## src/rtl/multicycle_control.sv

```systemverilog
// Multi-cycle FETCH/DECODE/EXECUTE/MEM/WRITEBACK sequencer for the RV64 datapath, with memory timeout and retire count.
// Optional build macro MC_ILLEGAL_TRAP_EN: illegal opcodes trap to HALT instead of retiring as NOPs.
module multicycle_control #(
    parameter int unsigned TIMEOUT = 16
) (
    input  logic        clk_i,
    input  logic        rst_n_i,
    input  logic [6:0]  opcode_i,
    input  logic        imem_ready_i,
    input  logic        dmem_ready_i,
    output logic        imem_req_o,
    output logic        ir_write_o,
    output logic        pc_write_o,
    output logic        pc_write_cond_o,
    output logic        reg_write_o,
    output logic        mem_read_o,
    output logic        mem_write_o,
    output logic        alu_src_o,
    output logic        mem_to_reg_o,
    output logic [1:0]  alu_op_o,
    output logic [2:0]  state_o,
    output logic [63:0] instret_o,
    output logic        bus_err_o,
    output logic        illegal_o
);
    // state     | meaning
    // S_FETCH   | request instruction, wait for imem_ready
    // S_DECODE  | latch opcode
    // S_EXECUTE | ALU setup, branch resolve
    // S_MEM     | load/store, wait for dmem_ready
    // S_WB      | register file write, retire
    // S_HALT    | bus timeout or trapped opcode, left only by reset
    typedef enum logic [2:0] {
        S_FETCH   = 3'd0,
        S_DECODE  = 3'd1,
        S_EXECUTE = 3'd2,
        S_MEM     = 3'd3,
        S_WB      = 3'd4,
        S_HALT    = 3'd7
    } state_t;

    localparam logic [6:0] OP_R      = 7'b0110011;
    localparam logic [6:0] OP_I      = 7'b0010011;
    localparam logic [6:0] OP_LOAD   = 7'b0000011;
    localparam logic [6:0] OP_STORE  = 7'b0100011;
    localparam logic [6:0] OP_BRANCH = 7'b1100011;
    localparam logic [7:0] WAIT_LAST = 8'(TIMEOUT - 1);

    state_t      state_q, state_d;
    logic [6:0]  op_q, op_d;
    logic [7:0]  wait_q, wait_d;
    logic [63:0] instret_q;
    logic        bus_err_q, bus_err_d;
    logic        illegal_q, illegal_d;
    logic        retire;

    logic is_r, is_i, is_ld, is_st, is_br;
    assign is_r  = (op_q == OP_R);
    assign is_i  = (op_q == OP_I);
    assign is_ld = (op_q == OP_LOAD);
    assign is_st = (op_q == OP_STORE);
    assign is_br = (op_q == OP_BRANCH);

    always_ff @(posedge clk_i or negedge rst_n_i) begin
        if (!rst_n_i) begin
            state_q   <= S_FETCH;
            op_q      <= '0;
            wait_q    <= '0;
            instret_q <= '0;
            bus_err_q <= 1'b0;
            illegal_q <= 1'b0;
        end else begin
            state_q   <= state_d;
            op_q      <= op_d;
            wait_q    <= wait_d;
            instret_q <= instret_q + 64'(retire);
            bus_err_q <= bus_err_d;
            illegal_q <= illegal_d;
        end
    end

    // The wait counter only survives while stalled in FETCH or MEM, so every entry starts from zero.
    always_comb begin
        state_d   = state_q;
        op_d      = op_q;
        wait_d    = '0;
        bus_err_d = bus_err_q;
        illegal_d = illegal_q;
        retire    = 1'b0;
        case (state_q)
            S_FETCH: begin
                if (imem_ready_i) begin
                    state_d = S_DECODE;
                end else if (wait_q == WAIT_LAST) begin
                    state_d   = S_HALT;
                    bus_err_d = 1'b1;
                end else begin
                    wait_d = wait_q + 8'd1;
                end
            end
            S_DECODE: begin
                op_d    = opcode_i;
                state_d = S_EXECUTE;
            end
            S_EXECUTE: begin
                if (is_r || is_i) begin
                    state_d = S_WB;
                end else if (is_ld || is_st) begin
                    state_d = S_MEM;
                end else if (is_br) begin
                    state_d = S_FETCH;
                    retire  = 1'b1;
                end else begin
`ifdef MC_ILLEGAL_TRAP_EN
                    state_d   = S_HALT;
                    illegal_d = 1'b1;
`else
                    state_d = S_FETCH;
                    retire  = 1'b1;
`endif
                end
            end
            S_MEM: begin
                if (dmem_ready_i) begin
                    state_d = is_ld ? S_WB : S_FETCH;
                    retire  = !is_ld;
                end else if (wait_q == WAIT_LAST) begin
                    state_d   = S_HALT;
                    bus_err_d = 1'b1;
                end else begin
                    wait_d = wait_q + 8'd1;
                end
            end
            S_WB: begin
                state_d = S_FETCH;
                retire  = 1'b1;
            end
            S_HALT:  state_d = S_HALT;
            default: state_d = S_FETCH;
        endcase
    end

    // FETCH outputs are held off while reset is asserted, since the state register already reads FETCH.
    always_comb begin
        imem_req_o      = 1'b0;
        ir_write_o      = 1'b0;
        pc_write_o      = 1'b0;
        pc_write_cond_o = 1'b0;
        reg_write_o     = 1'b0;
        mem_read_o      = 1'b0;
        mem_write_o     = 1'b0;
        alu_src_o       = 1'b0;
        mem_to_reg_o    = 1'b0;
        alu_op_o        = 2'b00;
        case (state_q)
            S_FETCH: begin
                imem_req_o = rst_n_i;
                ir_write_o = rst_n_i && imem_ready_i;
                pc_write_o = rst_n_i && imem_ready_i;
            end
            S_EXECUTE: begin
                if (is_r || is_i) begin
                    alu_op_o  = 2'b10;
                    alu_src_o = is_i;
                end else if (is_ld || is_st) begin
                    alu_src_o = 1'b1;
                end else if (is_br) begin
                    alu_op_o        = 2'b01;
                    pc_write_cond_o = 1'b1;
                end
            end
            S_MEM: begin
                mem_read_o  = is_ld;
                mem_write_o = is_st;
            end
            S_WB: begin
                reg_write_o  = 1'b1;
                mem_to_reg_o = is_ld;
            end
            default: ;
        endcase
    end

    assign state_o   = state_q;
    assign instret_o = instret_q;
    assign bus_err_o = bus_err_q;
`ifdef MC_ILLEGAL_TRAP_EN
    assign illegal_o = illegal_q;
`else
    assign illegal_o = 1'b0;
`endif
endmodule
```

## config.mk

```make
export PLATFORM = sky130hd
export DESIGN_NAME = multicycle_control
export DESIGN_NICKNAME = d
export VERILOG_FILES = /design/src/rtl/multicycle_control.sv
export SDC_FILE = /design/constraint.sdc
export NUM_CORES = 1
export LEC_CHECK = 0
export CORE_ASPECT_RATIO = 1.75
export CORE_MARGIN = 1
export CORE_UTILIZATION = 51
export DETAILED_ROUTE_END_ITERATION = 7
export PLACE_DENSITY = 0.81
export SYNTH_ARGS = -nofsm -noshare
export SYNTH_HDL_FRONTEND = slang
export SYNTH_SLANG_ARGS = --single-unit
```

## constraint.sdc

```tcl
create_clock -name clk_i -period 3.3 [get_ports clk_i]
set_clock_uncertainty 0.15 [all_clocks]
set_input_delay 0.495 -clock clk_i [delete_from_list [all_inputs] [get_ports clk_i]]
set_output_delay 0.495 -clock clk_i [all_outputs]
set_load 0.005 [all_outputs]
```

==> Word level (Yosys, flattened, before mapping) <==
Index checks and enable logic that the tools add are counted.
{ "totals": {"reg_bits": 83, "inputBits": 11, "out_inout_bits": 80} }
{ "op_classes": {"addsub": 2, "eq_ne": 13, "mux": 36, "n_reduce_logical": 7} }
{ "ops": {"columns": ["operator", "count"], "rows": [
  ["64-bit by 1-bit adder with 64-bit output", 1],
  ["8-bit two-way mux", 3],
  ["1-bit two-way mux", 21],
  ["8-bit one-hot mux with 2 select lines", 1],
  ["3-bit two-way mux", 5],
  ["3-bit one-hot mux with 5 select lines", 1],
  ["7-bit by 6-bit == test with 1-bit output (second input constant)", 2],
  ["8-bit by 1-bit adder with 8-bit output (second input constant)", 1],
  ["8-bit by 4-bit == test with 1-bit output (second input constant)", 1],
  ["7-bit by 2-bit == test with 1-bit output (second input constant)", 1],
  ["7-bit by 5-bit == test with 1-bit output (second input constant)", 1],
  ["7-bit == test (second input constant)", 1],
  ["3-bit by 2-bit == test with 1-bit output (second input constant)", 2],
  ["3-bit == test (second input constant)", 2],
  ["2-bit two-way mux", 3],
  ["2-bit != test (second input constant)", 2],
  ["3-bit by 1-bit == test with 1-bit output (second input constant)", 1],
  ["3-bit zero test", 1],
  ["1-bit one-hot mux with 3 select lines", 1],
  ["3-bit AND reduction", 1],
  ["1-bit logical OR", 2],
  ["1-bit one-hot mux with 2 select lines", 1],
  ["2-bit nonzero test", 1],
  ["1-bit logical AND", 1],
  ["1-bit zero test", 1]
]} }

==> Longest topological paths before layout <==
{ "logic_depth": {"word_depth": 6, "ltp_mapped": 12, "ltp_nobuf": 11} }

==> Worst setup path before layout <==
Ideal clock, no wire load.
{ "synth_timing": {"path_kind": "reg-to-reg", "from": "register op_q[2]", "to": "register instret_q[14], in the netlist instret_o[14]", "setup_time_ps": 125, "t_arrival_ps": 2493, "required_time_ps": 3025, "slack_ps": 532, "stages_incl_launch_ff": 13, "n_path_buf": 1, "path_cell_list": "dfrtp_1 -> nand4bb_1 -> nor4_1 -> o22ai_1 -> a21o_1 -> ha_1 -> ha_1 -> and4_1 -> clkbuf_1 -> nand2_1 -> nor2_1 -> and3_1 -> xor2_1"} }
{ "synth_between": {"elab_chain_cells": 6, "word_cells_on_any_way": 12, "classes_between": "add/sub: 1; eq/ne: 4; mux: 4; reduce/logical: 3"} }
{ "synth_rtl": {"columns": ["item", "line_no", "rtl"], "rows": [
  ["from (decl)", "50", "logic [6:0] op_q, op_d;"],
  ["from (signal assigned)", "74", "op_q <= op_d;"],
  ["7-bit by 2-bit == test with 1-bit output / 7-bit by 6-bit == test with 1-bit output (equally long branches)", "60, 61", null],
  ["1-bit logical OR", "108", "end else if (is_ld || is_st) begin"],
  ["1-bit two-way mux", "108", null],
  ["1-bit two-way mux", "106", "if (is_r || is_i) begin"],
  ["1-bit one-hot mux with 3 select lines (*)", "90", "case (state_q)"],
  ["64-bit by 1-bit adder with 64-bit output (*)", "76", "instret_q <= instret_q + 64'(retire);"],
  ["to (signal assigned)", "76", null],
  ["to (decl)", "52", "logic [63:0] instret_q;"]
]} }
Mark *: on every way between the ends. The rest lies on a longest branch, timed or not.
A chain may end at the register's enable or synchronous reset.

==> Final worst setup path <==
Same ends and word-level chain as after synthesis.

==> impl_summary.txt <==
----------------------------------------------------
[Outcome]
  Status ... finished, final reports clean

[Clock network]
  Source-to-sink clock delay at the later pin of the worst-skew pair ... 340 ps
  Post-cts sizing count ... 0
  Clock transition time at the flip-flop clock pins of the worst setup and hold paths ... 60 ps
  Number of buffers created by CTS ... 9
  CTS sink count ... 83
  Post-CTS setup repair buffer count ... 0
  Cell chosen for the clock root ... sky130_fd_sc_hd__clkbuf_16
  Clock tree from TritonCTS ... done
  Number of H-tree levels ... 3
  CTS Buffer Depth ... 2
  Hold buffers post-CTS ... 0

[Route]
  DRC violation count after routing ... 0
  Drt pass-1 iters ... 4
  Detailed-route via count ... ~3k
  Drt via density ... 5.55
  Routed wirelength normalized by instance count ... 16.2 µm
  Number of violations reported at the end of detailed-routing iteration 0 ... 214
  Remaining antenna violation count after routing ... 0
  Post-detailed-routing wire length ... around 9000 µm

[STA]
  Pins Over Slew Limit ... 0
  Worst slew margin ... roughly three fifths
  Unrepaired setup endpoints after global routing ... false
  Time the final worst path needs with I/O delays and setup ... approximately 2900 ps
  Total count of hold-check failures in the final report ... 0
  Worst Max-Slew Pin Slew ... 586 ps
  Count of final setup violators ... 0
  Fin Hold WS ... 75.7 ps
  Fin crit share ... 86.9%
  Setup total negative slack ... 0 ps
  Fmax ... approximately 0.35 GHz

[Yosys]
  Yosys synthesis warning count ... 0
  Count of flip-flops with a built-in enable after synthesis ... 0
  Library cell with the highest instance count after synthesis ... sky130_fd_sc_hd__dfrtp_1
  Commonest cells in the netlist ... 83 x sky130_fd_sc_hd__dfrtp_1, 42 x sky130_fd_sc_hd__nor2_1, 36 x sky130_fd_sc_hd__xnor2_1
  Leading cell types by total area after synthesis ... sky130_fd_sc_hd__dfrtp_1 51%, sky130_fd_sc_hd__xnor2_1 7.8%, sky130_fd_sc_hd__xor2_1 6.7%
  Area share of the largest cell type after synthesis ... roughly half
  Fraction of the yosys area taken by sequential cells ... between 50 and 60%
  Post-synthesis average cell area ... around 11 µm²
  Syn Std Cell Area ... roughly 4100 µm²
  Net count after synthesis ... 380
  Post-synthesis cell type count ... between 40 and 50
  Flops & latches, synth ... 83
  Post-synth ARST share ... 100%
  Synth Flop Type ... sky130_fd_sc_hd__dfrtp_1
  Yosys top cell by area ... sky130_fd_sc_hd__dfrtp_1
  Post-synthesis cell count ... ~370

[Setup path]
  Type of destination of the critical path ... register
  Worst R2R Path Depth ... 11
  Buf/Inv on CP ... 0
  Startpoint type of the worst setup path ... register
  Capture point of the worst reg-to-reg path ... instret_o[14]$_DFF_PN0_
  Worst setup path class ... register to register
  FF-to-FF Start ... op_q[2]$_DFFE_PN0P_
  Crit path arrival time ... 2940 ps
  Most frequent CP cell ... sky130_fd_sc_hd__ha_1
  Largest fanout on the critical path ... 7
  Critical-path cell with the highest stage delay ... sky130_fd_sc_hd__dfrtp_1
  Slack of the worst reg-to-reg path ... approximately 430 ps
  Sequence of cells on the critical path ... nand4bb_1 -> nor4_1 -> o22ai_1 -> a21o_1 -> ha_1 -> ha_1 -> and4_1 -> nand2_1 -> nor2_1 -> and3_1 -> xor2_1
  Top cell family by delay on the critical path ... simple AND/OR/NAND/NOR gates
  Delay of the slowest cell on the worst path ... 370 ps
  Worst EP required ... around 3400 ps

[Global routing]
  Number of antenna violations at the first check in global routing ... 0
  Met1 global-route usage ... between 20% and 30%
  Wire length of the first global-routing pass ... roughly 15000 µm
  Fraction of met2 tracks used by global routing ... between 40 and 50%
  Total overflow reported by the global router ... 0
  M3 GR Usage ... 4.53%
  Layer carrying the most global-route usage ... met2
  Largest net degree at the start of global routing ... 49
  Number of global-route vias before repair ... 3208
  Global-route usage over all layers ... about a quarter

[Min path]
  Class of the most critical hold timing path ... input pin to async pin

[Job]
  Max cap viols ... 0

[Layout]
  Layout cells sized above 1 ... between 10% and 20%
  Post-synthesis to final-layout area growth ... 31.0%
  Filler-free cell count of the finished design ... approximately 560
  Core occupancy in the finished layout ... 69.8%
  Filler cell count in the final layout ... about 560
  Antenna cell count ... 0
  Number of nets in the finished design ... 478

[Floorplanning]
  Placement row count ... between 40 and 50
  Overall die area ... around 8300 µm²
  Core area ... 7620 µm²
  Count of pins on the block boundary ... 91
  Horizontal extent of the die ... around 70 µm
  Die outline height ... around 120 µm
  Initial core utilization ... between 50% and 60%

[Placed design]
  Detail Placement HPWL ... between 6000 and 7000 µm
  Port buffer count ... 89
  Gpl congestion ... ~0.85
  Placed cell count ... 541

[Pwr]
  Static Leakage ... approximately 0.0024 µW
  Pwr Density ... 484 nW/µm²
  Worst voltage drop across the vdd grid ... 0.367 mV

----------------------------------------------------
==> worst max-delay path by stage <==
stage	cells after the start	endpoint	from
2_1_floorplan	12	instret_o[14]$_DFF_PN0_	op_q[2]$_DFFE_PN0P_
3_3_place_gp	12	instret_o[46]$_DFF_PN0_	dmem_ready_i
3_5_place_dp	12	instret_o[46]$_DFF_PN0_	dmem_ready_i
4_1_cts	11	instret_o[14]$_DFF_PN0_	op_q[2]$_DFFE_PN0P_
5_1_grt	11	instret_o[14]$_DFF_PN0_	op_q[2]$_DFFE_PN0P_
6_report	11	instret_o[14]$_DFF_PN0_	op_q[2]$_DFFE_PN0P_
==> area by class of cell <==
class,instances,area (µm²),share of cell area (%)
Clock buffer,12,246,4.64
Timing Repair Buffer,96,941,17.7
Clock inverter,3,15.0,0.282
Inverter,12,45.0,0.847
Tap cell,88,110,2.07
Sequential cell,83,2080,39.1
Multi-Input combinational cell,262,1880,35.4
==> routing by layer <==
| layer | vias to the layer above | routed length, µm |
|---|---|---|
| li1 | 1460 | - |
| met1 | 1516 | 3350 |
| met2 | 91 | 4980 |
| met3 | 17 | 417 |
| met4 | 0 | 267 |
| met5 | - | 0 |
==> state kept, by name, indices dropped and copies added, names as in the netlist <==
signal / count
instret_o: 64
op_q: 7
state_o: 3
bus_err_o: 1
wait_q: 8
==> kinds of logic after synthesis <==
family                     synth area share, %
and+or+nand+nor                           26.8
DFF                                       51.2
xor gates and xnor gates                  14.9
buffers and inverters                     2.44
AOI/OAI and AO/OA                         1.97
muxes                                     1.67
adders and majority gates                0.925
other                                   0.0924
==> layout by cell type, fill, tap and decap left out, types with 3 or more instances in the layout <==
cell                               n
sky130_fd_sc_hd__clkdlybuf4s50_1  88
sky130_fd_sc_hd__dfrtp_1          83
sky130_fd_sc_hd__nor2_1           42
sky130_fd_sc_hd__xnor2_1          36
sky130_fd_sc_hd__xor2_1           31
sky130_fd_sc_hd__nand2_1          30
sky130_fd_sc_hd__nand3_1          23
sky130_fd_sc_hd__nand4_1          13
sky130_fd_sc_hd__inv_1            12
sky130_fd_sc_hd__nor3_2            9
sky130_fd_sc_hd__clkbuf_16         9
sky130_fd_sc_hd__and3_1            8
sky130_fd_sc_hd__buf_4             8
sky130_fd_sc_hd__mux2_2            6
sky130_fd_sc_hd__and4_1            6
sky130_fd_sc_hd__nor4_1            5
sky130_fd_sc_hd__nor3_1            4
sky130_fd_sc_hd__nand2b_1          4
sky130_fd_sc_hd__nand4_4           4
sky130_fd_sc_hd__o22ai_1           3
sky130_fd_sc_hd__nor2b_1           3
sky130_fd_sc_hd__and2_1            3
sky130_fd_sc_hd__o21ai_0           3
sky130_fd_sc_hd__ha_1              3
sky130_fd_sc_hd__clkinv_2          3
==> report_power, final <==
group,internal [µW],switching [µW]
clock,522,376
combinational,237,196
sequential,1120,122
==> worst register-to-register path: cells and delay by family (launching register included) <==
kind / cells / cell delay (ps)
AO/OA/AOI/OAI: 2 / 330
XOR/XNOR: 1 / 140
adder cells (fa/ha/maj): 2 / 480
flip-flops: 1 / 370
AND/OR/NAND/NOR: 6 / 1290
==> per-stage QoR <==
| stage | area [µm²] | setup WS, ps | total power (µW) |
|---|---|---|---|
| floorplan | 4060 | 532 | 1480 |
| global placement | 5050 | 219 | 1680 |
| detailed placement | 5050 | 137 | 1690 |
| CTS | 5320 | 437 | 2590 |
| global route | 5320 | 241 | 2690 |
| finish | 5320 | 433 | 2570 |
Note: power is estimated with default switching activity, not from simulation.
